$ cat src/rtl/router_pkg.sv
// Shared defaults and helpers for the 1xN stream router.
package router_pkg;

   localparam int DATA_W_DEF     = 8;
   localparam int N_OUT_DEF      = 3;
   localparam int FIFO_DEPTH_DEF = 4;

   // Address width never drops below one bit, even for a two-port router.
   function automatic int addr_width(input int n);
      return (n <= 2) ? 1 : $clog2(n);
   endfunction

endpackage

$ cat src/rtl/router_fifo.sv
// First-word-fall-through FIFO for one router output port.
module router_fifo #(
   parameter int DATA_W = 8,
   parameter int DEPTH  = 4
) (
   input  logic              clk,
   input  logic              rst,
   input  logic              push,
   input  logic [DATA_W-1:0] push_data,
   input  logic              pop,
   output logic [DATA_W-1:0] head_data,
   output logic              empty,
   output logic              full
);

   localparam int PTR_W = $clog2(DEPTH);

   logic [PTR_W:0]      wr_ptr;
   logic [PTR_W:0]      rd_ptr;
   logic [DATA_W-1:0]   mem [DEPTH];
   logic [DATA_W-1:0]   last_q;

   assign empty = (wr_ptr == rd_ptr);
   assign full  = (wr_ptr[PTR_W] != rd_ptr[PTR_W]) &&
                  (wr_ptr[PTR_W-1:0] == rd_ptr[PTR_W-1:0]);

   // Once drained, the port keeps showing the last beat it delivered.
   assign head_data = empty ? last_q : mem[rd_ptr[PTR_W-1:0]];

   always_ff @(posedge clk or negedge rst) begin
      if (!rst) begin
         wr_ptr <= '0;
         rd_ptr <= '0;
         last_q <= '0;
         for (int i = 0; i < DEPTH; i++) begin
            mem[i] <= '0;
         end
      end else begin
         if (push && !full) begin
            mem[wr_ptr[PTR_W-1:0]] <= push_data;
            wr_ptr                 <= wr_ptr + (PTR_W+1)'(1);
         end
         if (pop && !empty) begin
            last_q <= mem[rd_ptr[PTR_W-1:0]];
            rd_ptr <= rd_ptr + (PTR_W+1)'(1);
         end
      end
   end

endmodule

$ cat src/rtl/router_1xn.sv
// Steers one ingress stream to N_OUT buffered output ports by per-beat address.
module router_1xn
   import router_pkg::*;
#(
   parameter int DATA_W     = DATA_W_DEF,
   parameter int N_OUT      = N_OUT_DEF,
   parameter int FIFO_DEPTH = FIFO_DEPTH_DEF,
   parameter int CNT_W      = 16,
   localparam int ADDR_W    = addr_width(N_OUT)
) (
   input  logic                    clk,
   input  logic                    rst,
   input  logic [DATA_W-1:0]       data_in,
   input  logic                    valid_in,
   input  logic [ADDR_W-1:0]       addr,
   output logic                    ready_in,
   output logic [N_OUT*DATA_W-1:0] data_out,
   output logic [N_OUT-1:0]        valid_out,
   input  logic [N_OUT-1:0]        ready_out,
   output logic [N_OUT-1:0]        fifo_full,
   output logic [CNT_W-1:0]        drop_cnt,
   output logic                    drop_pulse
);

   logic [N_OUT-1:0] push;
   logic [N_OUT-1:0] pop;
   logic [N_OUT-1:0] empty;
   logic             drop;

   // Out-of-range addresses are always accepted so they can be discarded.
   always_comb begin
      ready_in = 1'b1;
      push     = '0;
      for (int i = 0; i < N_OUT; i++) begin
         if (int'(addr) == i) begin
            ready_in = !fifo_full[i];
            push[i]  = valid_in && !fifo_full[i];
         end
      end
   end

   assign drop = valid_in && (int'(addr) >= N_OUT);
   assign pop  = valid_out & ready_out;

   for (genvar i = 0; i < N_OUT; i++) begin : g_port
      router_fifo #(
         .DATA_W (DATA_W),
         .DEPTH  (FIFO_DEPTH)
      ) u_fifo (
         .clk       (clk),
         .rst       (rst),
         .push      (push[i]),
         .push_data (data_in),
         .pop       (pop[i]),
         .head_data (data_out[i*DATA_W +: DATA_W]),
         .empty     (empty[i]),
         .full      (fifo_full[i])
      );
      assign valid_out[i] = !empty[i];
   end

   always_ff @(posedge clk or negedge rst) begin
      if (!rst) begin
         drop_cnt   <= '0;
         drop_pulse <= 1'b0;
      end else begin
         drop_pulse <= drop;
         if (drop && (drop_cnt != '1)) begin
            drop_cnt <= drop_cnt + CNT_W'(1);
         end
      end
   end

endmodule
$ cat config.mk
export PLATFORM = sky130hd
export DESIGN_NAME = router_1xn
export DESIGN_NICKNAME = d
export VERILOG_FILES = /design/src/rtl/router_pkg.sv /design/src/rtl/router_fifo.sv /design/src/rtl/router_1xn.sv
export SDC_FILE = /design/constraint.sdc
export NUM_CORES = 1
export LEC_CHECK = 0
export ABC_AREA = 1
export ABC_CLOCK_PERIOD_IN_PS = 2750
export CAP_MARGIN = 10
export CORE_ASPECT_RATIO = 0.75
export CORE_UTILIZATION = 45
export DETAILED_ROUTE_END_ITERATION = 7
export PLACE_DENSITY = 0.72
export SLEW_MARGIN = 20
export SYNTH_ARGS = -nofsm -noshare
export SYNTH_HDL_FRONTEND = slang
export SYNTH_HIERARCHICAL = 1
export SYNTH_SLANG_ARGS = --single-unit
$ cat constraint.sdc
create_clock -name clk -period 2.75 [get_ports clk]
set_input_delay 0.55 -clock clk [delete_from_list [all_inputs] [get_ports clk]]
set_output_delay 0.55 -clock clk [all_outputs]
set_load 0.01 [all_outputs]
Word-level counts from Yosys, hierarchy flattened
Index checks and enable logic that the tools add are counted.
{ "op_classes": {"addsub": 7, "mul": 0, "n_div": 0, "order_cmp": 10, "n_eq_ne": 12, "shift": 0, "n_mux": 27, "n_bitwise": 7, "reduce_logical": 24} }
{ "ops": {"columns": ["operator", "count"], "rows": [
  ["bitwise mux 32 bit", 3],
  ["two-way mux 8 bit", 12],
  ["binary-select mux 8 bit (select 2 bit)", 3],
  ["demux 8 bit (select 2 bit)", 3],
  ["adder 3 x 1 -> 3 bit, second input constant", 6],
  [">= comparator 3 bit, second input constant", 6],
  ["NOT 2 -> 3 bit", 6],
  ["logical AND 1 bit", 17],
  ["adder 16 x 1 -> 16 bit, second input constant", 1],
  ["!= test 16 bit, second input constant", 1],
  ["== test 3 bit", 3],
  ["less-than comparator 3 x 1 -> 1 bit, second input constant", 3],
  ["== test 2 bit", 3],
  ["logical NOT 1 bit", 6],
  ["two-way mux 1 bit", 6],
  ["== test 2 bit, second input constant", 2],
  ["bitwise AND 3 bit", 1],
  ["!= test 1 bit", 3],
  [">= comparator 2 bit, second input constant", 1],
  ["logical NOT 2 bit", 1]
]} }
{ "word_totals": {"ff_bits": 155, "latchBits": 0, "ram_bits": 0, "mem_bits_ro": 0, "input_bits": 16, "output_inout_bits": 48, "memories": 0} }

Depth between registers and ports, before layout
Gate-level depths: netlist (run 1).
{ "depth": {"ltp_word": 6, "depth_mapped": 12, "ltp_nobuf": 9} }

Cells and area by module
Netlist (run 1), hierarchy kept.
{ "by_module_without_submodules": {"columns": ["mod", "instances", "cells_each", "area_each_um2"], "rows": [
  ["router_fifo (g_port[0].u_fifo ...)", 2, 305, 2383.5],
  ["router_fifo (g_port[2].u_fifo)", 1, 305, 2389.8],
  ["router_1xn", 1, 170, 1172.4]
]} }

Worst setup path before layout (run 1)
OpenSTA, ideal clock, no wires.
{ "synth_timing": {"path_type": "reg2reg", "startpoint": "reg g_port[0].u_fifo.rd_ptr[0]", "endpoint": "reg g_port[0].u_fifo/mem[2] (netlist name)", "setup_ps": 67, "arrival_ps": 2194, "t_required_ps": 2683, "slack_ps": 489, "stages_incl_launch_ff": 12, "path_cell_list": "dfrtp_1 buf_6 xnor2_2 nand3_2 buf_6 buf_6 inv_1 nor4_1 buf_2 buf_1 nand4_1 nand2_1"} }
{ "synth_between": {"elab_chain_cells": 6} }
{ "synth_rtl": {"columns": ["element", "line", "text"], "rows": [
  ["from (decl)", "router_fifo.sv:19", "logic [PTR_W:0] rd_ptr;"],
  ["from (signal assigned)", "router_fifo.sv:45", "rd_ptr <= rd_ptr + (PTR_W+1)'(1);"],
  ["== test 2 bit", "router_fifo.sv:25", "(wr_ptr[PTR_W-1:0] == rd_ptr[PTR_W-1:0]);"],
  ["logical AND 1 bit", "router_fifo.sv:24", "assign full = (wr_ptr[PTR_W] != rd_ptr[PTR_W]) &&"],
  ["net fifo_full[0]", "router_1xn.sv:20", "output logic [N_OUT-1:0] fifo_full,"],
  ["logical NOT 1 bit", "router_1xn.sv:37", "push[i] = valid_in && !fifo_full[i];"],
  ["logical AND 1 bit", "router_1xn.sv:37", null],
  ["two-way mux 1 bit", "router_1xn.sv:35", "if (int'(addr) == i) begin"],
  ["net push[0]", "router_1xn.sv:25", "logic [N_OUT-1:0] push;"],
  ["logical AND 1 bit", "router_fifo.sv:39", "if (push && !full) begin"],
  ["to (signal, indexed assignment)", "router_fifo.sv:40", "mem[wr_ptr[PTR_W-1:0]] <= push_data;"],
  ["to (decl)", "router_fifo.sv:20", "logic [DATA_W-1:0] mem [DEPTH];"]
]} }
The timed path passes the listed nets, and every way through them passes these cells.
A chain may end at the register's enable or synchronous reset.

Worst setup path in the final report (run 1)
{ "layout_timing": {"startpoint": "reg g_port[0].u_fifo.wr_ptr[2]", "endpoint": "out valid_out[0]"} }
{ "layout_between": {"elab_chain_cells": 2} }
{ "layout_rtl": {"columns": ["element", "line", "text"], "rows": [
  ["from (decl)", "router_fifo.sv:18", "logic [PTR_W:0] wr_ptr;"],
  ["from (signal assigned)", "router_fifo.sv:41", "wr_ptr <= wr_ptr + (PTR_W+1)'(1);"],
  ["== test 3 bit", "router_fifo.sv:23", "assign empty = (wr_ptr == rd_ptr);"],
  ["logical NOT 1 bit", "router_1xn.sv:59", "assign valid_out[i] = !empty[i];"],
  ["to (decl)", "router_1xn.sv:18", "output logic [N_OUT-1:0] valid_out,"]
]} }
Every way passes these cells.

==> results.txt, run 1 <==
Async SR Flop Fraction - 100%
power density over cell area - 1260 nW/um2
Initial Utilization - 46.6%
CP Capture Type - primary output
fin crit period - 2.64 ns
Max transition margin - 45.6%
DP HPWL - 13700 um
max cap viols - 0
top-area cell type share of the netlist area - 46.6%
Mean Syn Cell Area - 7.68 um2
Final nets - 1182
routability cong. - 0.822
antenna-violating nets left - 0
number of global-route vias before repair - 6878
post-synth top area cell - dfrtp_1
cell with the most instances after synthesis - nand2_1
Largest delay share family, worst path - buffers and inverters
die span in y - 120 um
setup TNS - 0 ns
slowest stage delay, CP - 0.53 ns
Core Region - 17900 um2
initial antenna violation count - 0
die area - 19100 um2
Tcrit/Tclk final - 96.0%
worst clock skew - 0.00817 ns
Post-Route WL - 21900 um
Peak Freq - 379 MHz
Final Hold Fails - 0
Clock Latency Late Sink - 0.43 ns
die width - 159 um
TritonCTS Buffers - 17
largest net degree at the start of global routing - 68
Worst Max-Slew Pin Slew - 0.813 ns
Area growth syn-to-layout - 20.9%
TritonCTS clock tree - built
Crit Path Class - flop to primary output
IO Pins - 64
sequential fraction of the synthesis area - 46.6%
number of port buffers - 63
Synth Warn # - 6
total grt overflow - 0
Place WS - 0.167 ns
Post-synth EDFFs - 0
vias per cell - 5.41
buffers and inverters on the worst path - 5
wire length of the first global-routing pass - 36000 um
Max clock buf depth - 2
Root Driver - clkbuf_16
Mapped Area - 8330 um2
Worst Hold Class - primary input to asynchronous set/reset pin
total number of vias - 7607
Synth Instances - 1085
status - completed
clock slew seen by the registers of the worst setup and hold paths - 0.06 ns
cts-stage hold buffer count - 0
wire per inst - 15.6 um
Pleak - 5.30 nW
CTS HTree Levels - 4
Netlist cell types - 33
Setup WS post-layout - 0.110 ns
worst-path cell chain - inv_1 -> nand2_1 -> nand2_1 -> nand3b_1 -> buf_6 -> clkinvlp_4 -> inv_1 -> clkdlybuf4s50_1
top_reg_cell synth - dfrtp_1
Seq cells post-synth - 155
gr usage total - 23.7%
Clock Sinks - 155
CP required - 2.20 ns
n_diodes - 0
Slowest-stage cell, CP - clkdlybuf4s50_1
Initial DRC Count - 812
Rows - 42
top cells by count, synth - 443 x nand2_1, 155 x dfrtp_1, 102 x nand4_1
# fillers - 1674
CP arrival - 2.09 ns
Crit Path Max Fanout - 5
# setup viols final - 0
synthesized net count - 1117
fraction of layout cells with a size suffix above 1 - 10.3%
largest cells by area after synthesis - dfrtp_1 47%, nand2_1 20%, nand4_1 7.7%
crit start category - flop
pins over their slew limit - 0
DR pass1 iterations - 5
Remaining DRCs - 0
Max rail drop VDD - 631 uV
==> logic make-up (layout without fill, tap and decap cells) <==
group,count (synthesis),in the layout,synth area share [%]
AO/OA/AOI/OAI,76,76,4.70
flip-flops,155,155,46.6
adder cells (fa/ha/maj),16,16,2.40
buffers and inverters,107,185,6.52
XOR/XNOR,10,10,1.32
AND/OR/NAND/NOR,721,721,38.5
==> where the power goes <==
group,switching (mW),internal [mW]
Combinational,3.66,2.43
Sequential,0.680,3.25
Clock,0.997,1.71
==> worst paths after layout <==
kind | startpoint | end | slack (ns) | cells past startpoint
setup / recovery | g_port[0].u_fifo/wr_ptr[2]$_DFFE_PN0P_ | valid_out[0] | 0.11 | 8
hold / removal | rst | g_port[1].u_fifo/mem[25]$_DFFE_PN0P_ | 0.10 | 1
setup reg to reg | g_port[2].u_fifo/rd_ptr[1]$_DFFE_PN0P_ | g_port[2].u_fifo/last_q[4]$_DFFE_PN0P_ | 0.27 | 9
hold reg to reg | g_port[2].u_fifo/mem[21]$_DFFE_PN0P_ | g_port[2].u_fifo/mem[21]$_DFFE_PN0P_ | 0.47 | 2
max in group asynchronous | rst | g_port[2].u_fifo/rd_ptr[0]$_DFFE_PN0P_ | 1.80 | 2
min in group clk | g_port[2].u_fifo/mem[21]$_DFFE_PN0P_ | g_port[2].u_fifo/mem[21]$_DFFE_PN0P_ | 0.47 | 2
==> worst reg2reg max path, cell delays in order, from the launching register on <==
cell and delay (ns):
dfrtp_2 0.44, buf_4 0.16, nand2_1 0.06, nand2_1 0.08, nand3b_1 0.22, inv_4 0.09
nor2_1 0.64, nand2_1 0.46, nand2_1 0.15, nand2_1 0.08
==> routing by layer <==
layer | track usage [%] | wire, um | vias up
met5 | 1.34 | 0 | -
li1 | - | - | 3689
met3 | 3.84 | 1160 | 27
met1 | 35.2 | 10600 | 3662
met4 | 7.33 | 316 | 0
met2 | 35.2 | 9850 | 229
==> cell usage in the layout (no fill, tap or decap), types with 7 or more instances in the layout <==
master / netlist / layout
nor2_1: 90 / 89
clkinvlp_4: 0 / 7
clkdlybuf4s50_1: 0 / 37
buf_4: 4 / 27
nand2_1: 443 / 443
nand3b_1: 7 / 7
nand4_1: 102 / 102
clkbuf_16: 0 / 17
inv_1: 32 / 31
o21ai_0: 50 / 50
o21ai_1: 25 / 24
dlymetal6s2s_1: 0 / 20
nand3_1: 58 / 58
dfrtp_1: 155 / 150
ha_1: 16 / 16
==> per-stage QoR <==
step	utilization, %	area, um2	hold WS [ns]	total power [mW]	std cells
after global placement	51.1	9130	0.448	9.58	1352
after floorplan	-	8330	0.254	7.68	1085
after global routing	56.4	10100	0.182	13.6	1405
after detailed placement	51.1	9130	0.454	9.69	1352
final	56.4	10100	0.104	12.7	1405
after CTS	55.7	9950	0.148	12.7	1399
==> registers in the layout, indices dropped and copies added (netlist names) <==
| register | cells |
|---|---|
| g_port.u_fifo/mem | 96 |
| g_port.u_fifo/last_q | 24 |
| drop_cnt | 16 |
| g_port.u_fifo/rd_ptr | 9 |
| g_port.u_fifo/wr_ptr | 9 |
| drop_pulse | 1 |
==> final cells by class <==
class / instances / area, um2 / share of cell area [%]
multi-input cells: 823 / 3930 / 39.0
flip-flops and latches: 155 / 3880 / 38.6
repair buffers: 105 / 1070 / 10.7
clock buffers: 18 / 429 / 4.26
well taps: 242 / 303 / 3.01
clock inverters: 14 / 244 / 2.42
inverters: 46 / 194 / 1.93
repair inverters: 2 / 15.0 / 0.149
==> what timing repair did <==
action / CTS / global route
setup buffers: 10 / 5
resized for setup: 18 / 31
cloned: 5 / 1
setup endpoints to repair: 26 / 21
No activity file was read; power rests on OpenSTA's default activity.
==> inputs of run 2 (changes only) <==
--- a/config.mk
+++ b/config.mk
@@ -12,7 +12,7 @@
 export CORE_UTILIZATION = 45
 export DETAILED_ROUTE_END_ITERATION = 7
 export PLACE_DENSITY = 0.72
-export SLEW_MARGIN = 20
+export SLEW_MARGIN = 10
 export SYNTH_ARGS = -nofsm -noshare
 export SYNTH_HDL_FRONTEND = slang
 export SYNTH_HIERARCHICAL = 1
==> results of run 2 <==
The final DEF is identical to that of run 1; final timing and power are the same.
